## src/rtl/wsp_shift_sequencer_if.sv

```systemverilog
// Wrapper serial port (WSP) bundle between a host, the shift sequencer and the core.
// master: the sequencer side (drives WSP controls and WSI, consumes host requests and WSO).
// slave : the host/core side (issues requests, returns WSO, observes status).
interface wsp_shift_sequencer_if #(
    parameter int unsigned MAX_LEN = 32,
    parameter int unsigned CNT_W   = $clog2(MAX_LEN + 1)
);
    // Host request
    logic               start;
    logic               sel_wir;
    logic               cap_req;
    logic [CNT_W-1:0]   len;
    logic [MAX_LEN-1:0] shift_data;

    // Serial return from the core
    logic               WSO;

    // WSP controls and serial data toward the core
    logic               SelectWIR;
    logic               CaptureWR;
    logic               ShiftWR;
    logic               UpdateWR;
    logic               WSI;

    // Status back to the host
    logic               ready;
    logic               done;
    logic               err;
    logic [MAX_LEN-1:0] rx_data;

    modport master (
        input  start,
        input  sel_wir,
        input  cap_req,
        input  len,
        input  shift_data,
        input  WSO,
        output SelectWIR,
        output CaptureWR,
        output ShiftWR,
        output UpdateWR,
        output WSI,
        output ready,
        output done,
        output err,
        output rx_data
    );

    modport slave (
        output start,
        output sel_wir,
        output cap_req,
        output len,
        output shift_data,
        output WSO,
        input  SelectWIR,
        input  CaptureWR,
        input  ShiftWR,
        input  UpdateWR,
        input  WSI,
        input  ready,
        input  done,
        input  err,
        input  rx_data
    );
endinterface

```

## src/rtl/wsp_shift_sequencer.sv

```systemverilog
// WSP shift sequencer: runs one IDLE -> [CAPTURE] -> SHIFT x len -> UPDATE -> DONE
// operation per accepted start, driving registered WSP controls and serial data.
// Optional feature macro: WSP_SEQ_CAPTURE_EN enables the CAPTURE state and the
// sampling of WSO into rx_data; without it cap_req/WSO are ignored and rx_data is 0.
module wsp_shift_sequencer #(
    parameter int unsigned MAX_LEN = 32,
    parameter int unsigned CNT_W   = $clog2(MAX_LEN + 1)
) (
    input  logic                 WRCK,
    input  logic                 RESET,
    wsp_shift_sequencer_if.master bus
);

    typedef enum logic [2:0] {
        IDLE    = 3'd0,
        CAPTURE = 3'd1,
        SHIFT   = 3'd2,
        UPDATE  = 3'd3,
        DONE    = 3'd4
    } state_e;

    // Sequencer state and latched request
    state_e             state_q, state_d;
    logic [CNT_W-1:0]   cnt_q, cnt_d;
    logic [CNT_W-1:0]   len_q, len_d;
    logic [MAX_LEN-1:0] data_q, data_d;
    logic [MAX_LEN-1:0] mask_q, mask_d;
    logic               sel_q, sel_d;

    // Registered outputs
    logic               select_wir_q, select_wir_d;
    logic               shift_wr_q, shift_wr_d;
    logic               update_wr_q, update_wr_d;
    logic               wsi_q, wsi_d;
    logic               ready_q, ready_d;
    logic               done_q, done_d;
    logic               err_q, err_d;

`ifdef WSP_SEQ_CAPTURE_EN
    logic               capture_wr_q, capture_wr_d;
    logic [MAX_LEN-1:0] rx_data_q, rx_data_d;
`endif

    logic               len_ok_c;
    logic               cap_c;

    // A request is legal only for 1..MAX_LEN shift cycles
    assign len_ok_c = (bus.len != '0) && (bus.len <= CNT_W'(MAX_LEN));

`ifdef WSP_SEQ_CAPTURE_EN
    assign cap_c = bus.cap_req;
`else
    assign cap_c = 1'b0;
    logic unused_inputs;
    assign unused_inputs = bus.WSO ^ bus.cap_req;
`endif

    // Next-state, datapath and output decode; outputs follow the next state so they are
    // valid in the very cycle the state is entered
    always_comb begin
        state_d = state_q;
        cnt_d   = cnt_q;
        len_d   = len_q;
        data_d  = data_q;
        mask_d  = mask_q;
        sel_d   = sel_q;
        err_d   = 1'b0;
`ifdef WSP_SEQ_CAPTURE_EN
        rx_data_d = rx_data_q;
`endif

        case (state_q)
            IDLE: begin
                if (bus.start) begin
                    if (len_ok_c) begin
                        len_d   = bus.len;
                        data_d  = bus.shift_data;
                        sel_d   = bus.sel_wir;
                        cnt_d   = '0;
                        mask_d  = MAX_LEN'(1);
`ifdef WSP_SEQ_CAPTURE_EN
                        rx_data_d = '0;
`endif
                        state_d = cap_c ? CAPTURE : SHIFT;
                    end else begin
                        err_d = 1'b1;
                    end
                end
            end
            CAPTURE: begin
                state_d = SHIFT;
            end
            SHIFT: begin
`ifdef WSP_SEQ_CAPTURE_EN
                // mask_q is one-hot at the bit being shifted this cycle
                rx_data_d = rx_data_q | (mask_q & {MAX_LEN{bus.WSO}});
`endif
                if (cnt_q == len_q - CNT_W'(1)) begin
                    state_d = UPDATE;
                end else begin
                    cnt_d  = cnt_q + CNT_W'(1);
                    mask_d = mask_q << 1;
                end
            end
            UPDATE: begin
                state_d = DONE;
            end
            DONE: begin
                state_d = IDLE;
            end
            default: begin
                state_d = IDLE;
            end
        endcase

        select_wir_d = sel_d && (state_d == CAPTURE || state_d == SHIFT || state_d == UPDATE);
        shift_wr_d   = (state_d == SHIFT);
        update_wr_d  = (state_d == UPDATE);
        wsi_d        = (state_d == SHIFT) && (|(data_d & mask_d));
        ready_d      = (state_d == IDLE);
        done_d       = (state_d == DONE);
`ifdef WSP_SEQ_CAPTURE_EN
        capture_wr_d = (state_d == CAPTURE);
`endif
    end

    // State and latched-request registers
    always_ff @(posedge WRCK) begin
        if (RESET) begin
            state_q <= IDLE;
            cnt_q   <= '0;
            len_q   <= '0;
            data_q  <= '0;
            mask_q  <= '0;
            sel_q   <= 1'b0;
        end else begin
            state_q <= state_d;
            cnt_q   <= cnt_d;
            len_q   <= len_d;
            data_q  <= data_d;
            mask_q  <= mask_d;
            sel_q   <= sel_d;
        end
    end

    // Output registers; reset aborts any operation with no UpdateWR or done
    always_ff @(posedge WRCK) begin
        if (RESET) begin
            select_wir_q <= 1'b0;
            shift_wr_q   <= 1'b0;
            update_wr_q  <= 1'b0;
            wsi_q        <= 1'b0;
            ready_q      <= 1'b1;
            done_q       <= 1'b0;
            err_q        <= 1'b0;
        end else begin
            select_wir_q <= select_wir_d;
            shift_wr_q   <= shift_wr_d;
            update_wr_q  <= update_wr_d;
            wsi_q        <= wsi_d;
            ready_q      <= ready_d;
            done_q       <= done_d;
            err_q        <= err_d;
        end
    end

`ifdef WSP_SEQ_CAPTURE_EN
    // Capture strobe and received-data registers
    always_ff @(posedge WRCK) begin
        if (RESET) begin
            capture_wr_q <= 1'b0;
            rx_data_q    <= '0;
        end else begin
            capture_wr_q <= capture_wr_d;
            rx_data_q    <= rx_data_d;
        end
    end

    assign bus.CaptureWR = capture_wr_q;
    assign bus.rx_data   = rx_data_q;
`else
    assign bus.CaptureWR = 1'b0;
    assign bus.rx_data   = '0;
`endif

    assign bus.SelectWIR = select_wir_q;
    assign bus.ShiftWR   = shift_wr_q;
    assign bus.UpdateWR  = update_wr_q;
    assign bus.WSI       = wsi_q;
    assign bus.ready     = ready_q;
    assign bus.done      = done_q;
    assign bus.err       = err_q;

endmodule

```

## src/flat_wrapper.sv

```systemverilog
// flat-port wrapper written by rule: the top's interface ports become plain ports
module wsp_shift_sequencer_flat 
#(
    parameter int unsigned MAX_LEN = 32,
    parameter int unsigned CNT_W   = $clog2(MAX_LEN + 1)
)
  (WRCK, RESET, bus_start, bus_sel_wir, bus_cap_req, bus_len, bus_shift_data, bus_WSO, bus_SelectWIR, bus_CaptureWR, bus_ShiftWR, bus_UpdateWR, bus_WSI, bus_ready, bus_done, bus_err, bus_rx_data);
  wsp_shift_sequencer_if #(.MAX_LEN(MAX_LEN), .CNT_W(CNT_W)) bus_i ();
  input  logic WRCK;
  input  logic RESET;
  input wire logic [$bits(bus_i.start)-1:0] bus_start;
  input wire logic [$bits(bus_i.sel_wir)-1:0] bus_sel_wir;
  input wire logic [$bits(bus_i.cap_req)-1:0] bus_cap_req;
  input wire logic [$bits(bus_i.len)-1:0] bus_len;
  input wire logic [$bits(bus_i.shift_data)-1:0] bus_shift_data;
  input wire logic [$bits(bus_i.WSO)-1:0] bus_WSO;
  output wire logic [$bits(bus_i.SelectWIR)-1:0] bus_SelectWIR;
  output wire logic [$bits(bus_i.CaptureWR)-1:0] bus_CaptureWR;
  output wire logic [$bits(bus_i.ShiftWR)-1:0] bus_ShiftWR;
  output wire logic [$bits(bus_i.UpdateWR)-1:0] bus_UpdateWR;
  output wire logic [$bits(bus_i.WSI)-1:0] bus_WSI;
  output wire logic [$bits(bus_i.ready)-1:0] bus_ready;
  output wire logic [$bits(bus_i.done)-1:0] bus_done;
  output wire logic [$bits(bus_i.err)-1:0] bus_err;
  output wire logic [$bits(bus_i.rx_data)-1:0] bus_rx_data;
  assign bus_i.start = bus_start;
  assign bus_i.sel_wir = bus_sel_wir;
  assign bus_i.cap_req = bus_cap_req;
  assign bus_i.len = bus_len;
  assign bus_i.shift_data = bus_shift_data;
  assign bus_i.WSO = bus_WSO;
  assign bus_SelectWIR = bus_i.SelectWIR;
  assign bus_CaptureWR = bus_i.CaptureWR;
  assign bus_ShiftWR = bus_i.ShiftWR;
  assign bus_UpdateWR = bus_i.UpdateWR;
  assign bus_WSI = bus_i.WSI;
  assign bus_ready = bus_i.ready;
  assign bus_done = bus_i.done;
  assign bus_err = bus_i.err;
  assign bus_rx_data = bus_i.rx_data;
  wsp_shift_sequencer #(.MAX_LEN(MAX_LEN), .CNT_W(CNT_W)) u_core (.WRCK(WRCK), .RESET(RESET), .bus(bus_i));
endmodule
```

## config.mk

```make
export PLATFORM = sky130hd
export DESIGN_NAME = wsp_shift_sequencer_flat
export DESIGN_NICKNAME = d
export VERILOG_FILES = /design/src/rtl/wsp_shift_sequencer_if.sv /design/src/rtl/wsp_shift_sequencer.sv /design/src/flat_wrapper.sv
export SDC_FILE = /design/constraint.sdc
export NUM_CORES = 1
export LEC_CHECK = 0
export ABC_AREA = 1
export ABC_CLOCK_PERIOD_IN_PS = 4550
export BUFFER_PORTS_ARGS = -buffer_cell sky130_fd_sc_hd__buf_4
export CORE_MARGIN = 5
export CORE_UTILIZATION = 55
export CTS_CLUSTER_DIAMETER = 100
export CTS_CLUSTER_SIZE = 12
export DETAILED_ROUTE_END_ITERATION = 10
export GPL_TIMING_DRIVEN = 0
export PLACE_DENSITY = 0.8
export SLEW_MARGIN = 20
export SYNTH_ARGS = -nofsm -noshare
export SYNTH_HDL_FRONTEND = slang
export SYNTH_SLANG_ARGS = --single-unit
```

## constraint.sdc

```tcl
create_clock -name WRCK -period 4.55 [get_ports WRCK]
set_input_delay 0.2275 -clock WRCK [delete_from_list [all_inputs] [get_ports WRCK]]
set_output_delay 0.2275 -clock WRCK [all_outputs]
set_load 0.005 [all_outputs]
```

==> flow_summary.yaml <==
logic_synthesis:
  yosysWarnings: 0
  ys_types: 28
  synth-main-ff-cell: "dfxtp_1"
  syn_inst: 620
  netlist_top_cells_area: "dfxtp_1 41%, nand2_1 22%, a21oi_1 8.1%"
  ys_seq_area_share_pct: 41.3
  synth_top_area_share_pct: 41.3
  syn_avg_cell_area_sq_um: 6.80
  async_flop_share_pct: 0
  synth_seq_cells: 87
  synth_top_area_cell: "dfxtp_1"
  syn_area_sq_mm: 0.00422
  synth_edf_count: 0
placed_design:
  hpwl_mm: 7.38
  routabilityCongestion: 0.899
  portBuffers: 47
  dp_cells: 801
cells_and_area:
  area_growth_pct: 19.3
  ff_latch_area_sq_mm: 0.00174
  n_antenna_cell: 0
  fin_cells: 817
  multi_input_area_sq_mm: 0.00207
  drive_gt1_share_pct: 16.9
  nFillCells: 714
  nets: 756
power:
  seqPwrFrac_pct: 48.8
  switching_share_pct: 27.1
  switching_power_w: 0.000445
  clkPwrFrac_pct: 35.8
  max-vdd-ir-drop_v: 0.000228
  intPower_w: 0.00120
  p_per_area_mw_per_mm2: 327
  p_leak_nw: 2.54
  power_frac_comb_pct: 15.4
worst_setup_path:
  cp_max_fo: 10
  crit_required_ns: 4.79
  worstSetupPathType: "flop to flop"
  cp-start-kind: "flop"
  arrival_ns: 2.94
  end_kind: "flop"
detailed_routing:
  dr_total_vias: 4047
  wl_mm: 10.1
  ant_nets: 0
  route.detailed.drc: 0
  drt_iter0_drc: 224
  wl_per_cell_um: 12.3
  first_pass_iters: 6
  routed_via_density: 4.95
timing:
  drv_slew: 0
  finalSetupViolations: 0
  rsz0062_at_grt: "false"
  totalNegativeSetupSlack_ns: 0
  worst_pin_slew_ns: 0.589
  period_minus_slack_ns: 2.69
  slew_headroom_pct: 60.6
  finalCritPeriodShare_pct: 59.2
  skew_ns: 0.00850
  fmax_ghz: 0.371
  hold_viol: 0
  worst_hold_slack_ns: 0.141
grt:
  antenna_found_initial: 0
  track_usage_pct: 21.3
  grt_pass1_wl_mm: 17.0
  grt_start_max_net_pins: 15
  overflow: 0
  grt_pass1_vias: 3846
clock_tree:
  cts.reportedPaths.clkPinSlew_ns: 0.09
  ctsLongestPathBuffers: 2
  post_cts_buffers: 0
  hold_buffers: 0
  cts_root_buf: "clkbuf_8"
  cts_tree: "built"
  cts_buffers: 9
  cts_resized: 0
  clkSinkCount: 87
  clk_latency_ns: 0.36
  h-tree-depth: 3
floorplan:
  core_area_sq_mm: 0.00761
  fp-row-count: 32
  start_util_pct: 55.4
  dieArea_sq_mm: 0.00952
  pin_count: 84
  die_height_um: 97.5
  die_x_um: 97.5
worst_hold_path:
  holdCritPathClass: "primary input to flop"
outcome:
  outcome: "completed"
run:
  cap_violations: 0
[layer usage]
| metal | wire [um] | GRT usage [%] | up-vias |
|---|---|---|---|
| li1 | - | - | 2086 |
| met5 | 0 | 0 | - |
| met2 | 5120 | 38.9 | 129 |
| met3 | 673 | 3.88 | 13 |
| met4 | 159 | 6.50 | 0 |
| met1 | 4110 | 25.2 | 1819 |
[cell usage after synthesis (2+ instances only)]
master / number
buf_4: 34
a21oi_1: 68
clkbuf_1: 14
inv_2: 4
nor4_1: 3
buf_2: 4
nand3_2: 9
nor3_1: 5
ha_1: 2
buf_1: 2
nor2_4: 2
nor3b_1: 2
inv_1: 31
buf_6: 3
dfxtp_1: 87
o21ai_0: 13
nand2_1: 247
nand4_1: 6
nand3_1: 36
nor2_1: 40
[registers in the layout (all words and copies together), names as in the netlist]
name / cells
u_core.bus.err: 1
u_core.mask_q: 32
u_core.bus.WSI: 1
u_core.bus.ShiftWR: 1
u_core.bus.done: 1
u_core.cnt_q: 6
u_core.bus.UpdateWR: 1
u_core.len_q: 6
u_core.data_q: 32
u_core.sel_q: 1
u_core.state_q: 3
u_core.bus.SelectWIR: 1
u_core.bus.ready: 1
[critical path, cell delays in order (launching register included)]
cell and delay (ns):
dfxtp_1 0.40, inv_2 0.08, ha_1 0.31, inv_1 0.04, nand2_1 0.05, nand2_1 0.04, nor2_1 0.08, nand2_1 0.09
nor2_4 0.19, nand3_4 0.18, nand2_4 0.12, inv_2 0.08, buf_6 0.15, nand2_1 0.08, nand2_1 0.06, nand2_1 0.05
nand2_1 0.06, nor2_1 0.11, nand2_1 0.09, nor2_1 0.19, a21oi_1 0.11
[cell type report]
cell class,count,area share (%)
multi-input cells,471,41.2
flip-flops and latches,87,34.6
plain buffers,58,7.74
repair buffers,47,7.02
inverters,36,2.69
clock buffers,11,2.61
well taps,102,2.54
clock inverters,5,1.62
[final timing paths]
kind,from,endpoint,slack [ns],cells past startpoint
max,u_core.len_q[0]$_SDFFE_PP0P_,u_core.bus.WSI$_SDFF_PP0_,1.86,20
min,bus_shift_data[10],u_core.data_q[10]$_SDFF_PP0_,0.14,3
min reg2reg,u_core.data_q[18]$_SDFF_PP0_,u_core.data_q[18]$_SDFF_PP0_,0.48,2
max reg2reg,u_core.len_q[0]$_SDFFE_PP0P_,u_core.bus.WSI$_SDFF_PP0_,1.86,20
[cells by family (layout without fill, tap and decap cells)]
logic type	after synthesis	after routing	share of synthesized area [%]
simple gates	353	353	35.6
buf+inv	94	157	12.4
flops	87	87	41.3
compound gates	82	82	9.74
fa+ha+maj	2	2	0.594
other cells	1	33	0.0890
xor+xnor	1	1	0.208
[metrics by stage]
step	utilization, %	setup WS [ns]	power [W]	cell area (sq um)
after CTS	66.1	1.88	0.00165	5030
after global routing	66.1	1.65	0.00171	5030
after detailed placement	63.3	1.89	0.00107	4820
after floorplan	-	2.43	0.000990	4340
after global placement	63.3	2.00	0.00106	4820
final	66.1	1.86	0.00164	5030
[placed cells by master, fill, tap and decap left out]
cell and count:
nand4_1 6, nor2_4 2, clkbuf_1 16, o21ai_0 13
nor2_1 40, nand3_1 36, xor2_1 1, buf_12 1
o21ai_1 1, inv_1 31, or2_2 1, buf_6 3
conb_1 33, nand3_4 1, buf_4 81, clkinv_2 1
ha_1 2, clkbuf_8 9, nor4_1 3, clkinv_1 1
nand2_4 1, nand3_2 9, a21oi_1 68, clkinvlp_4 1
dfxtp_1 87, bufinv_16 2, inv_6 1, buf_1 2
nand2_1 247, buf_2 4, nor3b_1 2, nor3_1 5
inv_2 4
[power by group through the flow]
| stage | logic [W] | registers [W] | clock network [W] |
|---|---|---|---|
| floorplan | 0.000174 | 0.000816 | 0 |
| global placement | 0.000245 | 0.000818 | 0 |
| detailed placement | 0.000250 | 0.000819 | 0 |
| CTS | 0.000251 | 0.000801 | 0.000594 |
| global route | 0.000285 | 0.000805 | 0.000621 |
| finish | 0.000253 | 0.000802 | 0.000589 |
No activity file was read; power rests on OpenSTA's default activity.
